File: src/rtl/nasti_stream_reader.sv
// Read-side DMA mover: fetches a memory region over NASTI AR/R
// and replays it as a stream, one INCR burst in flight at a time.
module nasti_stream_reader #(
  parameter  int ADDR_WIDTH       = 46,
  parameter  int DATA_WIDTH       = 64,
  parameter  int MAX_BURST_LENGTH = 8,
  localparam int ADDR_SHIFT       = $clog2(DATA_WIDTH/8),
  localparam int WA               = ADDR_WIDTH - ADDR_SHIFT,
  localparam int CMD_WIDTH        = WA + 24,
  localparam int SW               = DATA_WIDTH/8
) (
  input  logic                  aclk,
  input  logic                  areset,
  input  logic                  cmd_t_valid,
  output logic                  cmd_t_ready,
  input  logic [CMD_WIDTH-1:0]  cmd_t_data,
  output logic                  ar_valid,
  input  logic                  ar_ready,
  output logic [ADDR_WIDTH-1:0] ar_addr,
  output logic [7:0]            ar_len,
  output logic [2:0]            ar_size,
  output logic [1:0]            ar_burst,
  input  logic                  r_valid,
  output logic                  r_ready,
  input  logic [DATA_WIDTH-1:0] r_data,
  input  logic [1:0]            r_resp,
  input  logic                  r_last,
  output logic                  dst_t_valid,
  input  logic                  dst_t_ready,
  output logic [DATA_WIDTH-1:0] dst_t_data,
  output logic [SW-1:0]         dst_t_strb,
  output logic [SW-1:0]         dst_t_keep,
  output logic                  dst_t_last,
  output logic                  busy,
  output logic                  err
);

  localparam int PW = 12 - ADDR_SHIFT;

  typedef enum logic [1:0] {
    IDLE,
    ADDR,
    DATA,
    DRAIN
  } state_t;

  state_t state, nstate;

  logic [WA-1:0] waddr;
  logic [16:0]   rem;
  logic [8:0]    cnt;
  logic [16:0]   bnd;
  logic [16:0]   blen;
  logic [WA-1:0] cmd_addr;
  logic [15:0]   cmd_len;
  logic          cmd_fire;
  logic          ar_fire;
  logic          r_fire;
  logic          drain_done;
  logic          unused_rsvd;

  assign cmd_addr    = cmd_t_data[CMD_WIDTH-1:24];
  assign cmd_len     = cmd_t_data[23:8];
  assign unused_rsvd = ^cmd_t_data[7:0];

  assign cmd_t_ready = (state == IDLE) && !areset;
  assign ar_valid    = (state == ADDR);
  assign r_ready     = (state == DATA) &&
                       (!dst_t_valid || dst_t_ready);

  assign cmd_fire = cmd_t_valid && cmd_t_ready;
  assign ar_fire  = ar_valid && ar_ready;
  assign r_fire   = r_valid && r_ready;

  assign drain_done = !dst_t_valid ||
                      (dst_t_ready && dst_t_last);

  assign ar_addr  = {waddr, {ADDR_SHIFT{1'b0}}};
  assign ar_len   = 8'(blen - 17'd1);
  assign ar_size  = 3'(ADDR_SHIFT);
  assign ar_burst = 2'b01;

  assign dst_t_strb = '1;
  assign dst_t_keep = '1;
  assign busy       = (state != IDLE);

  // burst length: clipped by max burst, remaining words and 4 KiB page
  always_comb begin
    bnd  = 17'(1 << PW) - 17'(waddr[PW-1:0]);
    blen = rem;
    if (bnd < blen)
      blen = bnd;
    if (17'(MAX_BURST_LENGTH) < blen)
      blen = 17'(MAX_BURST_LENGTH);
  end

  // state register
  always_ff @(posedge aclk) begin
    if (areset)
      state <= IDLE;
    else
      state <= nstate;
  end

  // next-state decode
  always_comb begin
    nstate = state;
    unique case (state)
      IDLE:
        if (cmd_fire && cmd_len != 16'd0)
          nstate = ADDR;
      ADDR:
        if (ar_fire)
          nstate = DATA;
      DATA:
        if (r_fire && cnt == 9'd1)
          nstate = (rem == 17'd1) ? DRAIN : ADDR;
      DRAIN:
        if (drain_done)
          nstate = IDLE;
      default:
        nstate = IDLE;
    endcase
  end

  // address/count bookkeeping
  always_ff @(posedge aclk) begin
    if (cmd_fire) begin
      waddr <= cmd_addr;
      rem   <= {1'b0, cmd_len};
    end
    if (ar_fire)
      cnt <= 9'(blen);
    if (r_fire) begin
      cnt   <= cnt - 9'd1;
      rem   <= rem - 17'd1;
      waddr <= waddr + WA'(1);
    end
  end

  // one-entry output register plus sticky error
  always_ff @(posedge aclk) begin
    if (areset) begin
      dst_t_valid <= 1'b0;
      dst_t_last  <= 1'b0;
      err         <= 1'b0;
    end else begin
      if (r_fire) begin
        dst_t_data  <= r_data;
        dst_t_valid <= 1'b1;
        dst_t_last  <= (rem == 17'd1);
        if (r_resp != 2'b00 ||
            r_last != (cnt == 9'd1))
          err <= 1'b1;
      end else if (dst_t_ready) begin
        dst_t_valid <= 1'b0;
        dst_t_last  <= 1'b0;
      end
    end
  end

endmodule

File: config.mk
export PLATFORM = sky130hd
export DESIGN_NAME = nasti_stream_reader
export DESIGN_NICKNAME = d
export VERILOG_FILES = /design/src/rtl/nasti_stream_reader.sv
export SDC_FILE = /design/constraint.sdc
export NUM_CORES = 1
export LEC_CHECK = 0
export CORE_MARGIN = 2
export CORE_UTILIZATION = 40
export CTS_CLUSTER_DIAMETER = 150
export DETAILED_ROUTE_END_ITERATION = 7
export GPL_TIMING_DRIVEN = 0
export HOLD_SLACK_MARGIN = 0.12
export PLACE_DENSITY = 0.75
export SLEW_MARGIN = 20
export SYNTH_ARGS = -nofsm -noshare
export SYNTH_HDL_FRONTEND = slang
export SYNTH_SLANG_ARGS = --single-unit
File: constraint.sdc
create_clock -name aclk -period 11.9 [get_ports aclk]
set_clock_uncertainty 0.1 [all_clocks]
set_input_delay 2.38 -clock aclk [delete_from_list [all_inputs] [get_ports aclk]]
set_output_delay 2.38 -clock aclk [all_outputs]
set_load 0.005 [all_outputs]
# == Word level (Yosys, flattened, before mapping) ==
# Cells that the tools add are included.
# W data, S select, Z words.
# op_classes
addsub,5
multipliers,0
n_div,0
magnitude_cmp,2
n_eq_ne,10
n_shift,0
n_mux,17
bitwise,1
n_reduce_logical,23
# ops
operator,n
$mux W43,2
$mux W17,3
$add A43 B1 Y43 const B,1
$mux W9,3
$eq A17 B1 Y1 const B,1
$lt A17 B17 Y1,1
$lt A4 B17 Y1 const A,1
$sub A17 B1 Y17 const B,1
$reduce_bool A16 Y1,1
$sub A10 B9 Y11 const A,1
$mux W2,5
$reduce_bool A2 Y1,5
$eq A9 B1 Y1 const B,1
$sub A9 B1 Y9 const B,1
$logic_and A1 B1 Y1,8
$pmux W2 S4,1
$sub A8 B1 Y8 const B,1
$ne A2 B1 Y1 const B,3
$eq A2 B2 Y1 const B,2
$reduce_and A2 Y1,2
$reduce_and A4 Y1,1
$logic_or A1 B1 Y1,3
$mux W1,3
$eq A2 B1 Y1 const B,1
5 further kinds,6
# totals
regBits,138
latch_bits,0
ramBits,0
romBits,0
in_bits,140
elab_cells,66
mem_count,0

# == Depth between registers and ports, before layout ==
# logic_depth
depth_word,7
depth_mapped,17
mapped_depth_nobuf,14

# == Least setup slack after synthesis ==
# OpenSTA, ideal clock, no wires.
# synth_timing
path_type,input to register
from,in areset
to,reg rem[0] (enable)
t_arrival_ns,7.046
slack_ns,4.187
path_stages,2
cell_sequence,clkbuf_1 -> o31ai_1
# synth_between
elab_chain_len,4
# synth_rtl
item,line_no,source
from (decl),13,"input logic areset,"
$logic_not A1 Y1,66,assign cmd_t_ready = (state == IDLE) && !areset;
$logic_and A1 B1 Y1,66,
$logic_and A1 B1 Y1,71,assign cmd_fire = cmd_t_valid && cmd_t_ready;
$reduce_bool A2 Y1 (no line),n/a,
to (signal assigned),130,"rem <= {1'b0, cmd_len};"
to (signal assigned),136,rem <= rem - 17'd1;
to (decl),50,logic [16:0] rem;
# Every way passes these cells.
# A chain may end at the register's enable or synchronous reset.

# == Worst setup path after layout ==
# layout_timing
from,reg waddr[0]
to,out ar_len[6]
# layout_between
elab_chain_len,6
# layout_rtl
item,line_no,source
from (decl),49,logic [WA-1:0] waddr;
from (signal assigned),129,waddr <= cmd_addr;
from (signal assigned),137,waddr <= waddr + WA'(1);
$sub A10 B9 Y11 (*),89,bnd = 17'(1 << PW) - 17'(waddr[PW-1:0]);
$lt A17 B17 Y1,91,if (bnd < blen)
$mux W17 (*),91,
$lt A4 B17 Y1,93,if (17'(MAX_BURST_LENGTH) < blen)
$mux W9 (*),93,
$sub A8 B1 Y8 (*),79,assign ar_len = 8'(blen - 17'd1);
to (decl),20,"output logic [7:0] ar_len,"
# Every way passes the cells marked *; elsewhere a longest branch is shown, timed or not.

==> impl_metrics.xml <==
<?xml version="1.0" encoding="UTF-8"?>
<metrics>
  <group name="hold_path">
    <metric name="worst_hold_path.num_cells" unit="">2</metric>
    <metric name="hold_path_startpoint" unit="">err</metric>
    <metric name="worstHoldPathType" unit="">flop to flop</metric>
    <metric name="hold_end" unit="">err</metric>
  </group>
  <group name="clock_network">
    <metric name="number_of_setup_buffers_added_after_cts" unit="">0</metric>
    <metric name="cts_hold_buffers" unit="">0</metric>
    <metric name="clock_sink_count" unit="">138</metric>
    <metric name="clock_path_buffers" unit="">2</metric>
    <metric name="insertion_delay" unit="ns">0.42</metric>
    <metric name="clock_root_buffer" unit="">sky130_fd_sc_hd__clkbuf_16</metric>
    <metric name="cts_resized" unit="">0</metric>
    <metric name="cts_tree" unit="">done</metric>
    <metric name="clk_transition_reported_paths" unit="ns">0.06</metric>
    <metric name="numCtsBuffers" unit="">17</metric>
    <metric name="ctsHtreeMaxLevel" unit="">4</metric>
  </group>
  <group name="die">
    <metric name="die_w" unit="um">137</metric>
    <metric name="die_area" unit="um2">18800</metric>
    <metric name="die-height" unit="um">137</metric>
    <metric name="floorplan.initialDensity" unit="">0.409</metric>
    <metric name="row_count" unit="">48</metric>
    <metric name="io_pins" unit="">286</metric>
    <metric name="floorplan.core_area" unit="um2">17300</metric>
  </group>
  <group name="global_route">
    <metric name="global_route.usage.met2" unit="">0.344</metric>
    <metric name="groute.layer.met3.usage" unit="">0.0726</metric>
    <metric name="grt_pass1_vias" unit="">5613</metric>
    <metric name="grt_first_pass_wirelength" unit="mm">30.3</metric>
    <metric name="grtUsageTotal" unit="">0.215</metric>
    <metric name="busiest_layer" unit="">met2</metric>
    <metric name="grt_antenna_before_repair" unit="">1</metric>
    <metric name="groute.layer.met1.usage" unit="">0.269</metric>
    <metric name="globalRouteOverflowTotal" unit="">0</metric>
    <metric name="grt_max_degree" unit="">25</metric>
  </group>
  <group name="job">
    <metric name="maxCapViolations" unit="">0</metric>
  </group>
  <group name="finish">
    <metric name="regArea" unit="um2">4090</metric>
    <metric name="area_growth_syn_to_layout" unit="%">51.7</metric>
    <metric name="finish.cell_count_without_fillers" unit="">1165</metric>
    <metric name="final_net_count" unit="">1082</metric>
    <metric name="fill_cells" unit="">1383</metric>
    <metric name="multi_input_gate_area" unit="um2">2710</metric>
    <metric name="final_layout_size_suffix_gt1_frac" unit="">0.0958</metric>
  </group>
  <group name="pwr">
    <metric name="seq_power_share" unit="">0.437</metric>
    <metric name="p_total" unit="mW">1.31</metric>
    <metric name="cellPowerDensity" unit="nW/um2">122</metric>
    <metric name="clock_power_share" unit="">0.441</metric>
    <metric name="netSwitchingPower" unit="mW">0.320</metric>
    <metric name="p_leak" unit="nW">3.89</metric>
    <metric name="cell_internal_pwr" unit="mW">0.991</metric>
    <metric name="combinational_share_of_power" unit="">0.122</metric>
    <metric name="power.switching_fraction" unit="">0.244</metric>
    <metric name="power.ir.vdd_worst" unit="V">0.0000925</metric>
  </group>
  <group name="route">
    <metric name="drt_wl_total" unit="mm">20.2</metric>
    <metric name="post_drt_via_cell_ratio" unit="">5.06</metric>
    <metric name="firstDrtPassIters" unit="">4</metric>
    <metric name="dr.first_iter.drc_count" unit="">441</metric>
    <metric name="drc" unit="">0</metric>
    <metric name="routed_via_count" unit="">5895</metric>
    <metric name="detail_route.wl_per_cell" unit="um">17.3</metric>
    <metric name="ant_nets" unit="">0</metric>
  </group>
  <group name="place">
    <metric name="numPlacedInstances" unit="">1132</metric>
    <metric name="detailedPlacementHpwl" unit="mm">15.4</metric>
    <metric name="place.gp.congestion" unit="">0.855</metric>
    <metric name="io_buffers" unit="">252</metric>
  </group>
  <group name="sta">
    <metric name="finalMaxSlewViolations" unit="">0</metric>
    <metric name="timing_limited_maximum_frequency" unit="MHz">133</metric>
    <metric name="period_minus_slack" unit="ns">7.54</metric>
    <metric name="final-hold-violation-count" unit="">0</metric>
    <metric name="finalSetupTns" unit="ns">0</metric>
    <metric name="timing.max_slew.rel_slack" unit="">0.470</metric>
    <metric name="worst_pin_slew" unit="ns">0.794</metric>
    <metric name="setup_viol_count_final" unit="">0</metric>
    <metric name="layout_worst_path_cycle_share" unit="">0.634</metric>
    <metric name="grt_setup_unrepaired" unit="">no</metric>
  </group>
  <group name="worst_setup_path">
    <metric name="critPathLaunchType" unit="">flop</metric>
    <metric name="rr_worst_depth" unit="">15</metric>
    <metric name="critical_path_cell_by_cell" unit="">clkbuf_1 -&gt; inv_1 -&gt; ha_1 -&gt; buf_2 -&gt; nor2b_1 -&gt; nand2_1 -&gt; xor2_1 -&gt; ha_1 -&gt; a21oi_1 -&gt; nor2_1 -&gt; a2111oi_1 -&gt; a211oi_2 -&gt; a32oi_1 -&gt; ha_1 -&gt; inv_1 -&gt; a2111oi_0 -&gt; clkdlybuf4s50_1</metric>
    <metric name="critPathMaxFanout" unit="">10</metric>
    <metric name="critical_path.endpoint_type" unit="">output port</metric>
    <metric name="timing.reg2reg.setup_slack" unit="ns">7.90</metric>
    <metric name="worstReg2RegStart" unit="">waddr[0]</metric>
    <metric name="worst_ep_required_time" unit="ns">9.42</metric>
    <metric name="criticalPathCategory" unit="">flop to output port</metric>
    <metric name="worstPathArrival" unit="ns">5.06</metric>
    <metric name="regToRegEndpoint" unit="">cnt[3]</metric>
    <metric name="dominant_cell_type_by_count_on_the_critical_path" unit="">sky130_fd_sc_hd__ha_1</metric>
    <metric name="cpPeakStageDelay" unit="ns">0.59</metric>
    <metric name="timing.critical_path.slowest_stage_cell" unit="">sky130_fd_sc_hd__clkdlybuf4s50_1</metric>
  </group>
  <group name="yosys">
    <metric name="synthCells" unit="">627</metric>
    <metric name="synth.cell_area" unit="um2">7070</metric>
    <metric name="synth.yosys.seq_area_share" unit="">0.579</metric>
    <metric name="syn_area_per_cell" unit="um2">11.3</metric>
    <metric name="synth.most_common_cell" unit="">sky130_fd_sc_hd__edfxtp_1</metric>
    <metric name="synth-edff-count" unit="">133</metric>
    <metric name="async_set_reset_flop_share_out_of_synthesis" unit="">0</metric>
    <metric name="most_area_consuming_cells_after_synthesis" unit="">sky130_fd_sc_hd__edfxtp_1 56%, sky130_fd_sc_hd__xor2_1 5.1%, sky130_fd_sc_hd__nand2_1 4.7%, sky130_fd_sc_hd__o21ai_0 3.9%, sky130_fd_sc_hd__xnor2_1 3.3%</metric>
    <metric name="synth_cell_types" unit="">60</metric>
    <metric name="synthesis.yosys.warnings" unit="">0</metric>
    <metric name="ys.flop_type" unit="">sky130_fd_sc_hd__edfxtp_1</metric>
    <metric name="post-synth-top-area-fraction" unit="">0.565</metric>
    <metric name="synth_seq_cells" unit="">138</metric>
    <metric name="synth_area_leader_cell" unit="">sky130_fd_sc_hd__edfxtp_1</metric>
    <metric name="ys_top_cells_by_count" unit="">133 x sky130_fd_sc_hd__edfxtp_1, 89 x sky130_fd_sc_hd__nand2_1, 55 x sky130_fd_sc_hd__o21ai_0</metric>
  </group>
  <group name="outcome">
    <metric name="outcome" unit="">finished clean</metric>
  </group>
</metrics>
## cell type report
cell class,count,area share
flip-flops and latches,138,0.381
inverters,20,0.00700
clock buffers,17,0.0396
repair buffers,258,0.245
well taps,225,0.0262
clock inverters,15,0.0203
diodes,1,0.000233
multi-input cells,439,0.253
plain buffers,52,0.0275
## critical path, delay by kind of cell, from the launching register on
kind | cells | cell delay (ns)
buf+inv | 5 | 1.36
flops | 1 | 0.49
xor+xnor | 1 | 0.15
simple gates | 3 | 0.29
fa+ha+maj | 3 | 0.73
compound gates | 5 | 1.61
## how the worst max path moves through the flow
stage	start	endpoint	slack [ns]
2_1_floorplan	areset	rem[0]	4.19
3_3_place_gp	cmd_t_valid	waddr[24]	1.45
3_5_place_dp	waddr[0]	ar_len[6]	4.83
4_1_cts	waddr[0]	ar_len[6]	4.37
5_1_grt	waddr[0]	ar_len[6]	3.99
6_report	waddr[0]	ar_len[6]	4.36
## layout by cell type, fill, tap and decap left out, types with 5 or more instances in the layout
master	netlist	layout
sky130_fd_sc_hd__clkdlybuf4s50_1	0	252
sky130_fd_sc_hd__edfxtp_1	133	133
sky130_fd_sc_hd__nand2_1	89	89
sky130_fd_sc_hd__o21ai_0	55	55
sky130_fd_sc_hd__xor2_1	41	41
sky130_fd_sc_hd__nor2_1	31	30
sky130_fd_sc_hd__xnor2_1	27	27
sky130_fd_sc_hd__nand3_1	25	25
sky130_fd_sc_hd__buf_4	24	24
sky130_fd_sc_hd__conb_1	2	24
sky130_fd_sc_hd__inv_1	20	20
sky130_fd_sc_hd__clkbuf_1	19	19
sky130_fd_sc_hd__clkbuf_16	0	17
sky130_fd_sc_hd__ha_1	16	16
sky130_fd_sc_hd__nor3_1	15	15
sky130_fd_sc_hd__nand4_1	13	13
sky130_fd_sc_hd__nor4_1	12	12
sky130_fd_sc_hd__a21oi_1	12	12
sky130_fd_sc_hd__and3_1	10	10
sky130_fd_sc_hd__buf_2	8	8
sky130_fd_sc_hd__inv_6	0	6
sky130_fd_sc_hd__mux2_2	5	5
sky130_fd_sc_hd__dfxtp_1	5	5
## power by group through the flow
| stage | Clock [mW] | Sequential [mW] | Combinational (mW) |
|---|---|---|---|
| floorplan | 0 | 0.583 | 0.0661 |
| global placement | 0 | 0.587 | 0.151 |
| detailed placement | 0 | 0.583 | 0.159 |
| CTS | 0.586 | 0.573 | 0.160 |
| global route | 0.606 | 0.576 | 0.175 |
| finish | 0.577 | 0.573 | 0.160 |
## metrics by stage
stage,setup slack [ns],hold slack (ns),utilization,cell area [um2]
after floorplan,4.19,0.360,-,7160
after global placement,1.45,0.359,0.576,9960
after detailed placement,4.83,0.367,0.583,10100
after CTS,4.37,0.387,0.620,10700
after global routing,3.99,0.397,0.620,10700
final,4.36,0.381,0.620,10700
## registers in the layout, summed over array words and instances, names as in the netlist
| signal | cells |
|---|---|
| dst_t_data | 64 |
| cnt | 9 |
| dst_t_last | 1 |
| rem | 17 |
| state | 2 |
| err | 1 |
| waddr | 43 |
| dst_t_valid | 1 |
## cells by family after synthesis
family / share of synthesized area
and+or+nand+nor: 0.166
other: 0.00106
DFF: 0.579
buffers and inverters: 0.0524
muxes: 0.0136
adders and majority gates: 0.0283
AOI/OAI and AO/OA: 0.0757
xor gates and xnor gates: 0.0842
## routing by layer
metal,vias to the layer above,share of wire
li1,2835,-
met1,2802,0.40
met2,227,0.49
met3,31,0.086
met4,0,0.022
met5,-,0
No activity file was read; power rests on OpenSTA's default activity.
==> RTL edit 1, RTL diff (same flow settings) <==
Change the parameter `MAX_BURST_LENGTH` from 8 to 6.
--- a/src/rtl/nasti_stream_reader.sv
+++ b/src/rtl/nasti_stream_reader.sv
@@ -3,7 +3,7 @@
 module nasti_stream_reader #(
   parameter  int ADDR_WIDTH       = 46,
   parameter  int DATA_WIDTH       = 64,
-  parameter  int MAX_BURST_LENGTH = 8,
+  parameter  int MAX_BURST_LENGTH = 6,
   localparam int ADDR_SHIFT       = $clog2(DATA_WIDTH/8),
   localparam int WA               = ADDR_WIDTH - ADDR_SHIFT,
   localparam int CMD_WIDTH        = WA + 24,
Check against the original RTL: not equivalent (Yosys sat finds a counterexample within 4 cycles, from zero or initial values and one cycle with areset high).
==> RTL edit 1 against the original RTL <==
  * Via count decreased by 0.25%
  * Final area shrank 1.0%
  * Routed wire length down 0.76%
  * Area after synthesis shrank 0.42%
  * Power decreased by 2.7%
  * Cell count is 0.52% higher
  * Fmax shrank 5.9%
  * Sequential power up 2%
  * Combinational power rose by 14%
  * Hold slack gained 0.0011 ns
  * Setup slack got worse by 0.47 ns
  * Register-to-register slack worse by 0.13 ns
  * Sequential cell count stayed put
==> RTL edit 1: results (changes against the original RTL) <==
CP peak stage delay = 0.64 ns (+0.05 ns)
via count = 5880 (-0.25%)
met2 GRT Util = 35.4% (+0.98 points)
Cell Area, Placed = 10000 um2 (-0.37%)
GRT met3 Usage = 7.41% (+0.15 points)
Synth cell types = 47 (-22%)
num sequential = 138 (unchanged)
DRT Wirelength = 20000 um (-0.76%)
largest net degree at the start of global routing = 29 (+16%)
post-DP HPWL = 15500 um (+0.43%)
vias in the first global route = 5576 (-0.66%)
Seq/total area = 38.5% (+0.39 points)
outcome = completed
share of cells above drive strength 1 = 7.61% (-2.0 points)
first-pass GRT wire length = 29800 um (-1.7%)
CP max-delay cell = o21ai_0
LEAKAGE = 3.82 nW (-1.9%)
Multi-Input Combinational = 445 (+1.4%)
VDD IR max = 0.0975 mV (+5.3%)
slew margin rel. = 30.8% (-16 points)
buffer share of cell area = 27.4% (+0.19 points)
Post-synth top cells = edfxtp_1 (133), nand2_1 (81), o21ai_0 (60)
Initial DRC Count = 311 (-29%)
Cell Count, Final, Fillers Out = 1171 (+0.52%)
FILL cells = 1448 (+4.7%)
clock network share of area = 5.42% (-0.58 points)
dominant cells by area after synthesis = edfxtp_1 (57%), xor2_1 (4.4%), nand2_1 (4.3%)
All-Layer GR Usage = 21.2% (-0.26 points)
sw power = 0.000333 W (+4.2%)
[RTL edit 1: routing by layer]
metal / up-vias / share of wire (%) / wire length [um]
li1: 2870 / - / -
met1: 2715 / 39 / 7890
met2: 261 / 49 / 9740
met3: 34 / 9.7 / 1930
met4: 0 / 2.3 / 455
met5: - / 0 / 0
[RTL edit 1: power by group through the flow]
stage | registers (W) | logic, W | clock network (W)
CTS | 0.000583 | 0.000182 | 0.000520
global placement | 0.000597 | 0.000173 | 0
global route | 0.000586 | 0.000199 | 0.000541
finish | 0.000583 | 0.000182 | 0.000511
floorplan | 0.000593 | 0.0000766 | 0
detailed placement | 0.000593 | 0.000181 | 0
[RTL edit 1: worst max path at each step]
| stage | end | slack (ns) | startpoint | depth (start not counted) |
|---|---|---|---|---|
| after global placement | waddr[15] | 1.50 | cmd_t_valid | 3 |
| final | ar_len[2] | 3.89 | waddr[0] | 17 |
| after CTS | ar_len[2] | 3.89 | waddr[0] | 17 |
| after detailed placement | ar_len[2] | 4.32 | waddr[0] | 17 |
| after global routing | ar_len[2] | 3.49 | waddr[0] | 17 |
| after floorplan | rem[0] | 4.18 | areset | 2 |
[RTL edit 1: logic make-up after synthesis]
logic type      after synthesis  synth area share [%]
buf+inv                      73                  5.29
simple gates                234                  16.5
flops                       138                  58.1
xor+xnor                     67                  8.33
other cells                   2                 0.107
mux                           4                 0.604
fa+ha+maj                    16                  2.84
compound gates              100                  8.24
[RTL edit 1: through the flow]
stage	worst slack (ns)	utilization (%)
floorplan	4.18	-
global placement	1.50	57.6
detailed placement	4.32	58.3
CTS	3.89	61.6
global route	3.49	61.6
finish	3.89	61.6
==> RTL edit 2, RTL diff (config.mk and constraints unchanged) <==
Made on the original files. Re-encode `state_t` (4 states) as one-hot, 4 bits wide.
--- a/src/rtl/nasti_stream_reader.sv
+++ b/src/rtl/nasti_stream_reader.sv
@@ -37,11 +37,11 @@
 
   localparam int PW = 12 - ADDR_SHIFT;
 
-  typedef enum logic [1:0] {
-    IDLE,
-    ADDR,
-    DATA,
-    DRAIN
+  typedef enum logic [3:0] {
+    IDLE  = 4'b0001,
+    ADDR  = 4'b0010,
+    DATA  = 4'b0100,
+    DRAIN = 4'b1000
   } state_t;
 
   state_t state, nstate;
Function: no difference found for any inputs over 4 cycles, from zero or initial values and one cycle with areset high; so few cycles prove little.
==> RTL edit 2 against the original RTL <==
  * Final area shrank 0.20%
  * Critical path depth shrank 3
  * Sequential power grew 7.7%
  * Sequential cell count grew 2
  * Power grew 3.5%
  * Area after synthesis grew 1.1%
  * Routed wire length shrank 2.9%
  * Setup slack gained 0.45 ns
  * Fmax grew 6.3%
  * Largest power group is now registers
==> RTL edit 2: results (changes against the original RTL) <==
crit-path leading delay family = simple AND/OR/NAND/NOR gates
xor/xnor share of the synthesized area = 8.57% (+0.16 points)
FF-to-FF Start = state[0]
post-DP HPWL = 15300 um (-0.65%)
number of buffers inserted by port buffering = 252 (unchanged)
Setup Fix Bufs, Post-CTS = 0 (unchanged)
r2r setup slk = 8.18 ns (+0.28 ns)
Initial DRC Count = 491 (+11%)
CP peak stage delay = 0.55 ns (-0.04 ns)
largest net degree at the start of global routing = 27 (+8.0%)
GP Congestion = 0.841 (-1.7%)
CTS root buf = clkbuf_16
worst r2r dst = dst_t_data[54]
share of cells above drive strength 1 = 8.88% (-0.71 points)
vias in the first global route = 5409 (-3.6%)
All-Layer GR Usage = 20.1% (-1.4 points)
wire length per cell = 16.7 um (-3.4%)
LEAKAGE = 3.85 nW (-1.0%)
register area share after synthesis = 57.8% (about the same)
drt pass-1 iters = 7 (+3)
number of antenna violations at the first check in global routing = 0 (-1)
Synth cell types = 59 (-1.7%)
Hold EP = dst_t_last
Worst-Margin Slew = 0.798 ns (+0.00347 ns)
adder-cell share of the synthesized area = 2.80% (-0.030 points)
hold_sp = dst_t_last
number of synthesized flops with an enable pin = 133 (unchanged)
Post-synth top cells = edfxtp_1 (133), nand2_1 (89), o21ai_0 (54)
VDD IR max = 0.0971 mV (+4.9%)
dominant cells by area after synthesis = edfxtp_1 (56%), xnor2_1 (5.1%), nand2_1 (4.7%)
outcome = completed
fin nets = 1089 (+0.65%)
CP max-delay cell = edfxtp_1
via count = 5740 (-2.6%)
Fin Hold WS = 0.419 ns (+0.0385 ns)
Cell Area, Placed = 10200 um2 (+0.72%)
post-synthesis mux area share = 0.752% (-0.61 points)
n_diodes = 0 (-1)
worst reg2reg path depth = 8 (-7)
CTS Buffer Depth = 2 (unchanged)
area fraction in compound gates after synthesis = 7.89% (+0.32 points)
WP data arrival = 4.61 ns (-0.45 ns)
first-pass GRT wire length = 28400 um (-6.3%)
==> RTL edit 2: layout make-up <==
type	count	area, um2
Buffer	48	284
Clock buffer	17	425
Clock inverter	15	126
Fill cell	1446	6710
Inverter	20	75.1
Multi-Input combinational cell	450	2760
Sequential cell	140	4130
Tap cell	225	282
Timing Repair Buffer	256	2630
==> RTL edit 2: kinds of logic after synthesis <==
group,count (synthesis)
buffers and inverters,68
AOI/OAI and AO/OA,95
and+or+nand+nor,240
DFF,140
muxes,5
other,2
adders and majority gates,16
xor gates and xnor gates,70
==> RTL edit 2: how the worst max path moves through the flow <==
stage	start	cells after the start	to
after floorplan	areset	3	rem[0]
after global placement	cmd_t_valid	3	waddr[18]
after detailed placement	waddr[0]	14	ar_len[2]
after CTS	waddr[0]	14	ar_len[2]
after global routing	waddr[2]	14	ar_len[2]
final	waddr[0]	14	ar_len[2]
==> RTL edit 2: where the power goes <==
part	internal (W)	switching, W	total [W]
Sequential	0.000582	0.0000345	0.000617
Clock	0.000273	0.000224	0.000497
Combinational	0.000135	0.000107	0.000242
==> RTL edit 2: worst min-delay path, delay by kind of cell, from the launching register on <==
| kind | cells | cell delay (ns) |
|---|---|---|
| flip-flops | 1 | 0.33 |
| AND/OR/NAND/NOR | 1 | 0.09 |
| AO/OA/AOI/OAI | 1 | 0.06 |
==> RTL edit 2: per-stage QoR <==
| stage | worst slack (ns) | instances |
|---|---|---|
| global placement | 1.83 | 1135 |
| global route | 4.43 | 1171 |
| CTS | 4.78 | 1171 |
| detailed placement | 5.23 | 1139 |
| floorplan | 4.28 | 658 |
| finish | 4.81 | 1171 |
==> RTL edit 2: per-layer routing <==
layer,vias to the layer above,routed length (um),track usage [%]
met1,2650,7740,23.8
met5,-,0,0
met4,0,230,5.61
met3,17,1660,5.48
li1,2855,-,-
met2,218,9960,35.8
